[src/rtl/ctrl_pipe_hazard_pkg.sv]
// Shared control-bundle types and encodings for the ctrl_pipe_hazard pipeline.
package ctrl_pkg;

  localparam int CTRL_ALUOP_W = 4;
  localparam int OPCODE_W     = 4;

  typedef struct packed {
    logic                    alu_src;
    logic                    branch;
    logic                    mem_read;
    logic                    mem_write;
    logic                    reg_write;
    logic                    mem_to_reg;
    logic [CTRL_ALUOP_W-1:0] alu_op;
  } ctrl_t;

  localparam ctrl_t CTRL_BUBBLE = '0;

  localparam logic [OPCODE_W-1:0] OP_ADD  = 4'h0;
  localparam logic [OPCODE_W-1:0] OP_SUB  = 4'h1;
  localparam logic [OPCODE_W-1:0] OP_ADDI = 4'h2;
  localparam logic [OPCODE_W-1:0] OP_LHW  = 4'h3;
  localparam logic [OPCODE_W-1:0] OP_SHW  = 4'h4;
  localparam logic [OPCODE_W-1:0] OP_BEQ  = 4'h5;

  localparam logic [1:0] FWD_REG = 2'b00;
  localparam logic [1:0] FWD_MEM = 2'b01;
  localparam logic [1:0] FWD_WB  = 2'b10;

endpackage

[src/rtl/ctrl_pipe_hazard_hazard_unit.sv]
// Combinational hazard logic: RAW/load-use stall, taken-branch flush and EX forwarding selects.
// Build option: FORWARDING_EN enables forwarding so only load-use stalls.
module hazard_unit
  import ctrl_pkg::*;
#(
  parameter int REG_AW = 4
) (
  input  logic              id_valid,
  input  logic [REG_AW-1:0] id_rs,
  input  logic [REG_AW-1:0] id_rt,
  input  logic              id_alu_src,
  input  logic              id_mem_write,
  input  logic              ex_branch,
  input  logic              ex_branch_taken,
  input  logic              ex_mem_read,
  input  logic              ex_reg_write,
  input  logic [REG_AW-1:0] ex_dst,
  input  logic [REG_AW-1:0] ex_rs,
  input  logic [REG_AW-1:0] ex_rt,
  input  logic              mem_reg_write,
  input  logic [REG_AW-1:0] mem_dst,
  input  logic              wb_reg_write,
  input  logic [REG_AW-1:0] wb_dst,
  output logic              stall,
  output logic              flush,
  output logic              bubble,
  output logic [1:0]        fwd_a,
  output logic [1:0]        fwd_b
);

  logic rs_used;
  logic rt_used;
  logic taken;
  logic ex_hit;
  logic hazard;

  // R0 is hardwired to zero, so it never makes a source "used" for hazard purposes
  assign rs_used = id_valid && (id_rs != '0);
  assign rt_used = id_valid && (!id_alu_src || id_mem_write) && (id_rt != '0);

  assign ex_hit = ex_reg_write && (ex_dst != '0) &&
                  ((rs_used && (id_rs == ex_dst)) || (rt_used && (id_rt == ex_dst)));

`ifdef FORWARDING_EN
  logic [REG_AW-1:0] ex_src [2];
  logic [1:0]        fwd_sel [2];

  assign ex_src[0] = ex_rs;
  assign ex_src[1] = ex_rt;

  // The nearer producer (EX/MEM) holds the newer value, so it wins over MEM/WB
  for (genvar gi = 0; gi < 2; gi++) begin : g_fwd
    assign fwd_sel[gi] =
      (mem_reg_write && (mem_dst != '0) && (mem_dst == ex_src[gi])) ? FWD_MEM :
      (wb_reg_write  && (wb_dst  != '0) && (wb_dst  == ex_src[gi])) ? FWD_WB  :
                                                                      FWD_REG;
  end

  assign fwd_a  = fwd_sel[0];
  assign fwd_b  = fwd_sel[1];
  assign hazard = ex_hit && ex_mem_read;
`else
  logic mem_hit;
  logic unused_fwd_inputs;

  assign mem_hit = mem_reg_write && (mem_dst != '0) &&
                   ((rs_used && (id_rs == mem_dst)) || (rt_used && (id_rt == mem_dst)));

  assign hazard = ex_hit || mem_hit;
  assign fwd_a  = FWD_REG;
  assign fwd_b  = FWD_REG;
  assign unused_fwd_inputs = ^{ex_rs, ex_rt, wb_reg_write, wb_dst, ex_mem_read};
`endif

  // A taken branch discards the ID instruction anyway, so it overrides any stall
  assign taken  = ex_branch && ex_branch_taken;
  assign flush  = taken;
  assign stall  = hazard && !taken;
  assign bubble = hazard || taken;

endmodule

[src/rtl/ctrl_pipe_hazard.sv]
// ID/EX, EX/MEM and MEM/WB control registers with hazard stall, branch flush and forwarding selects.
// Build option: define FORWARDING_EN to drive fwd_a/fwd_b; otherwise RAW hazards stall instead.
module ctrl_pipe_hazard
  import ctrl_pkg::*;
#(
  parameter int REG_AW  = 4,
  parameter int ALUOP_W = 4
) (
  input  logic               clk,
  input  logic               rst_n,
  input  logic               id_valid,
  input  logic [REG_AW-1:0]  id_rs,
  input  logic [REG_AW-1:0]  id_rt,
  input  logic [REG_AW-1:0]  id_rd,
  input  logic               id_reg_dest,
  input  logic               id_branch,
  input  logic               id_mem_read,
  input  logic               id_mem_to_reg,
  input  logic               id_mem_write,
  input  logic               id_alu_src,
  input  logic               id_reg_write,
  input  logic [ALUOP_W-1:0] id_alu_op,
  input  logic               ex_branch_taken,
  output logic               stall,
  output logic               flush_ifid,
  output logic               ex_alu_src,
  output logic               ex_branch,
  output logic               ex_mem_read,
  output logic               ex_mem_write,
  output logic               ex_reg_write,
  output logic               ex_mem_to_reg,
  output logic [ALUOP_W-1:0] ex_alu_op,
  output logic [REG_AW-1:0]  ex_rs,
  output logic [REG_AW-1:0]  ex_rt,
  output logic [REG_AW-1:0]  ex_dst,
  output logic               mem_mem_read,
  output logic               mem_mem_write,
  output logic               mem_reg_write,
  output logic               mem_mem_to_reg,
  output logic [REG_AW-1:0]  mem_dst,
  output logic               wb_reg_write,
  output logic               wb_mem_to_reg,
  output logic [REG_AW-1:0]  wb_dst,
  output logic [1:0]         fwd_a,
  output logic [1:0]         fwd_b
);

  ctrl_t             ex_ctrl_reg, ex_ctrl_next;
  logic [REG_AW-1:0] ex_rs_reg, ex_rs_next;
  logic [REG_AW-1:0] ex_rt_reg, ex_rt_next;
  logic [REG_AW-1:0] ex_dst_reg, ex_dst_next;
  logic              mem_mem_read_reg, mem_mem_write_reg, mem_reg_write_reg, mem_mem_to_reg_reg;
  logic [REG_AW-1:0] mem_dst_reg;
  logic              wb_reg_write_reg, wb_mem_to_reg_reg;
  logic [REG_AW-1:0] wb_dst_reg;
  logic              bubble;

  hazard_unit #(.REG_AW(REG_AW)) u_hazard (
    .id_valid        (id_valid),
    .id_rs           (id_rs),
    .id_rt           (id_rt),
    .id_alu_src      (id_alu_src),
    .id_mem_write    (id_mem_write),
    .ex_branch       (ex_ctrl_reg.branch),
    .ex_branch_taken (ex_branch_taken),
    .ex_mem_read     (ex_ctrl_reg.mem_read),
    .ex_reg_write    (ex_ctrl_reg.reg_write),
    .ex_dst          (ex_dst_reg),
    .ex_rs           (ex_rs_reg),
    .ex_rt           (ex_rt_reg),
    .mem_reg_write   (mem_reg_write_reg),
    .mem_dst         (mem_dst_reg),
    .wb_reg_write    (wb_reg_write_reg),
    .wb_dst          (wb_dst_reg),
    .stall           (stall),
    .flush           (flush_ifid),
    .bubble          (bubble),
    .fwd_a           (fwd_a),
    .fwd_b           (fwd_b)
  );

  // Destination is resolved here and zeroed for non-writers, so later stages never see a stale index
  always_comb begin
    ex_ctrl_next = CTRL_BUBBLE;
    ex_rs_next   = '0;
    ex_rt_next   = '0;
    ex_dst_next  = '0;
    if (id_valid && !bubble) begin
      ex_ctrl_next.alu_src    = id_alu_src;
      ex_ctrl_next.branch     = id_branch;
      ex_ctrl_next.mem_read   = id_mem_read;
      ex_ctrl_next.mem_write  = id_mem_write;
      ex_ctrl_next.reg_write  = id_reg_write;
      ex_ctrl_next.mem_to_reg = id_reg_write && id_mem_to_reg;
      ex_ctrl_next.alu_op     = CTRL_ALUOP_W'(id_alu_op);
      ex_rs_next              = id_rs;
      ex_rt_next              = id_rt;
      if (id_reg_write) begin
        ex_dst_next = id_reg_dest ? id_rd : id_rt;
      end
    end
  end

  always_ff @(posedge clk or negedge rst_n) begin
    if (!rst_n) begin
      ex_ctrl_reg        <= CTRL_BUBBLE;
      ex_rs_reg          <= '0;
      ex_rt_reg          <= '0;
      ex_dst_reg         <= '0;
      mem_mem_read_reg   <= 1'b0;
      mem_mem_write_reg  <= 1'b0;
      mem_reg_write_reg  <= 1'b0;
      mem_mem_to_reg_reg <= 1'b0;
      mem_dst_reg        <= '0;
      wb_reg_write_reg   <= 1'b0;
      wb_mem_to_reg_reg  <= 1'b0;
      wb_dst_reg         <= '0;
    end else begin
      ex_ctrl_reg        <= ex_ctrl_next;
      ex_rs_reg          <= ex_rs_next;
      ex_rt_reg          <= ex_rt_next;
      ex_dst_reg         <= ex_dst_next;
      // Later stages always advance; a stall only holds the front end
      mem_mem_read_reg   <= ex_ctrl_reg.mem_read;
      mem_mem_write_reg  <= ex_ctrl_reg.mem_write;
      mem_reg_write_reg  <= ex_ctrl_reg.reg_write;
      mem_mem_to_reg_reg <= ex_ctrl_reg.mem_to_reg;
      mem_dst_reg        <= ex_dst_reg;
      wb_reg_write_reg   <= mem_reg_write_reg;
      wb_mem_to_reg_reg  <= mem_mem_to_reg_reg;
      wb_dst_reg         <= mem_dst_reg;
    end
  end

  assign ex_alu_src     = ex_ctrl_reg.alu_src;
  assign ex_branch      = ex_ctrl_reg.branch;
  assign ex_mem_read    = ex_ctrl_reg.mem_read;
  assign ex_mem_write   = ex_ctrl_reg.mem_write;
  assign ex_reg_write   = ex_ctrl_reg.reg_write;
  assign ex_mem_to_reg  = ex_ctrl_reg.mem_to_reg;
  assign ex_alu_op      = ALUOP_W'(ex_ctrl_reg.alu_op);
  assign ex_rs          = ex_rs_reg;
  assign ex_rt          = ex_rt_reg;
  assign ex_dst         = ex_dst_reg;
  assign mem_mem_read   = mem_mem_read_reg;
  assign mem_mem_write  = mem_mem_write_reg;
  assign mem_reg_write  = mem_reg_write_reg;
  assign mem_mem_to_reg = mem_mem_to_reg_reg;
  assign mem_dst        = mem_dst_reg;
  assign wb_reg_write   = wb_reg_write_reg;
  assign wb_mem_to_reg  = wb_mem_to_reg_reg;
  assign wb_dst         = wb_dst_reg;

endmodule

[config.mk]
export PLATFORM = sky130hd
export DESIGN_NAME = ctrl_pipe_hazard
export DESIGN_NICKNAME = d
export VERILOG_FILES = /design/src/rtl/ctrl_pipe_hazard_pkg.sv /design/src/rtl/ctrl_pipe_hazard_hazard_unit.sv /design/src/rtl/ctrl_pipe_hazard.sv
export SDC_FILE = /design/constraint.sdc
export NUM_CORES = 1
export LEC_CHECK = 0
export BUFFER_PORTS_ARGS = -buffer_cell sky130_fd_sc_hd__buf_2
export CAP_MARGIN = 10
export CORE_MARGIN = 2
export CORE_UTILIZATION = 41
export DETAILED_ROUTE_END_ITERATION = 6
export PLACE_DENSITY = 0.85
export SKIP_CTS_REPAIR_TIMING = 1
export SLEW_MARGIN = 10
export SYNTH_ARGS = -nofsm -noshare
export SYNTH_HDL_FRONTEND = slang
export SYNTH_HIERARCHICAL = 1
export SYNTH_SLANG_ARGS = --single-unit
[constraint.sdc]
create_clock -name clk -period 1.8 [get_ports clk]
set_clock_uncertainty 0.1 [all_clocks]
set_input_delay 0.27 -clock clk [delete_from_list [all_inputs] [get_ports clk]]
set_output_delay 0.27 -clock clk [all_outputs]
set_load 0.05 [all_outputs]
==> results.json <==
{
  "status": "finished with violations",
  "failed_checks": "setup timing",
  "yosysTopAreaCellShare_pct": 62.7,
  "stdcell_area_mm2": 0.00207,
  "synth_area_leaders": "dfrtp_1 63%, xor2_1 9.7%, and2_2 6.3%, o41ai_2 3.4%, nor4_1 3.0%",
  "timing.final.crit_share_pct": 121,
  "period_minus_slack_ps": 2180,
  "synth_commonest_cells": "36 x dfrtp_1, 16 x xor2_1, 12 x and2_2",
  "hpwlAfterDp_um": 2290,
  "setup_ws_ps": -383,
  "rr_startpoint": "ex_dst[3]",
  "grt_max_degree": 37,
  "synth_cell_type_count": 19,
  "root_buffer": "clkbuf_4",
  "rsz0062_at_grt": "yes",
  "drtIter0Drc": 29,
  "cts_tree": "yes",
  "syn_area_mm2": 0.00144,
  "htree_levels": 2,
  "clkSinkCount": 36,
  "ir_drop_v": 0.000437,
  "gp_congestion": 0.846,
  "core-area_mm2": 0.00336,
  "p_seq_share_pct": 47.7,
  "antenna_found_initial": 0,
  "port_buffers": 64,
  "grt_pass1_vias": 1032,
  "routedWlPerCell_um": 12.7,
  "synth_area_per_cell_um2": 13.6,
  "finalMaxSlewViolations": 0,
  "dieArea_mm2": 0.00400,
  "first_pass_iters": 4,
  "required_ps": 1430,
  "die_h_um": 63.2,
  "combPwrFrac_pct": 22.1,
  "pwr-share-clk_pct": 30.3,
  "max_freq_mhz": 458,
  "antenna_cells": 0,
  "seqCellArea_um2": 911,
  "clk_pin_slew_ps": 110,
  "drive_above_1_share_pct": 62.7,
  "fin_cells": 239,
  "fill_cells": 286,
  "hold_viol_final": 0,
  "synth.most_common_cell": "dfrtp_1",
  "via_count": 1097,
  "fin_nets": 219,
  "slowest_stage": "dfrtp_2",
  "syn_inst": 106,
  "timing.rr.end": "ex_mem_to_reg",
  "reg2reg_depth": 7,
  "crit_type": "flip-flop to primary output",
  "power_report.internal_total_mw": 1.26,
  "hold_depth": 2,
  "vias_per_cell": 4.59,
  "grt_pass1_wl_um": 4910,
  "areaGrowthSynthToFinish_pct": 44.0,
  "synth_edf_count": 0,
  "yosys_warnings": 6,
  "worst_setup_path_end_kind": "primary output",
  "yosysSeqAreaShare_pct": 62.7,
  "placed_cells": 227,
  "r2r_slack_ps": -350,
  "die_x_um": 63.2,
  "clock_path_buffers": 2,
  "powerDensity_mw_per_mm2": 884,
  "holdPathEnd": "ex_mem_read",
  "multi_input_area_um2": 554,
  "placed_cell_area_mm2": 0.00192,
  "path_buf_inv": 2,
  "clk_latency_ps": 340,
  "power_leakage_nw": 1.15,
  "async_flop_share_pct": 100,
  "crit_family": "flip-flops",
  "crit_path_start_kind": "flip-flop",
  "cp_cell_sequence": "buf_4, xor2_1, nor4_2, a22oi_2, a21oi_4, buf_6",
  "setup_viol": 23,
  "drv_cap": 0,
  "detail-route-antenna-nets": 0,
  "cp_max_fo": 3,
  "finalWirelength_um": 3030,
  "slowest_delay_ps": 430,
  "grt_usage_pct": 16.6,
  "yosys_register_bits": 36,
  "ys.flop_type": "dfrtp_1",
  "drc_errors": 0,
  "synth_top_cell_by_area": "dfrtp_1",
  "fin_setup_tns_ps": -5720,
  "netSwitchingFraction_pct": 31.1,
  "hp-class": "primary input to flip-flop",
  "pin_count": 69,
  "grt_overflow": 0,
  "power.switching_mw": 0.570,
  "row_count": 21,
  "start_util_pct": 42.7,
  "cts_buffers": 5,
  "arrival_ps": 1810,
  "hp-start": "id_mem_read"
}
## area by class of cell
type / instances / share of cell area (%)
inverter: 2 / 0.363
clock inverter: 3 / 2.05
timing repair buffer: 81 / 22.2
multi-input combinational: 66 / 26.8
sequential: 36 / 44.0
tap: 46 / 2.78
clock buffer: 5 / 1.81
## power groups by stage
stage	sequential, mW	combinational [mW]	clock, mW
floorplan	1.04	0.104	0
global placement	0.888	0.383	0
detailed placement	0.889	0.386	0
CTS	0.873	0.388	0.569
global route	0.878	0.427	0.615
finish	0.873	0.404	0.554
## cells in the final DEF (no fill, tap or decap), types with 3 or more instances in the layout
| cell | count |
|---|---|
| and2_2 | 12 |
| clkbuf_4 | 5 |
| conb_1 | 4 |
| mux2i_1 | 4 |
| nor2_1 | 6 |
| dfrtp_1 | 28 |
| dfrtp_2 | 8 |
| nor4_1 | 3 |
| buf_4 | 15 |
| xor2_1 | 16 |
| nor4_2 | 4 |
| o41ai_2 | 3 |
| and2_1 | 5 |
| buf_2 | 63 |
## metal layers
layer / vias up / GRT usage (%) / wire, um
li1: 517 / - / -
met1: 525 / 17.8 / 1260
met2: 49 / 28.1 / 1470
met3: 6 / 6.79 / 245
met4: 0 / 8.70 / 58
met5: - / 0 / 0
## worst max-delay path by stage
stage               start             to  slack (ps)  cells after the start
2_1_floorplan  mem_dst[2]   ex_alu_op[0]        -190                      7
3_3_place_gp   mem_dst[2]          stall        -180                      6
3_5_place_dp   mem_dst[1]  ex_mem_to_reg        -260                      6
4_1_cts        mem_dst[3]          stall        -560                      5
5_1_grt         ex_dst[2]          stall        -500                      6
6_report        ex_dst[3]          stall        -380                      6
## worst reg2reg max path, delay by kind of cell (launching register included)
kind,cells,cell delay (ps)
flops,1,430
buf+inv,1,190
compound gates,2,680
simple gates,4,700
## per-stage QoR
stage	power, mW	hold slack, ps	util, %	setup slack, ps
floorplan	1.15	-126	-	-188
global placement	1.27	216	57.0	-178
detailed placement	1.28	224	57.0	-262
CTS	1.83	-155	59.4	-557
global route	1.92	0.822	61.6	-504
finish	1.83	33.1	61.6	-383
## cells by family (layout without fill, tap and decap cells)
logic type / Yosys count / count (layout) / synth area share [%]
simple gates: 35 / 36 / 16.0
compound gates: 6 / 6 / 4.79
buf+inv: 8 / 91 / 3.74
other cells: 1 / 4 / 0.261
xor+xnor: 16 / 16 / 9.75
mux: 4 / 4 / 2.79
flops: 36 / 36 / 62.7
No activity file was read; power rests on OpenSTA's default activity.
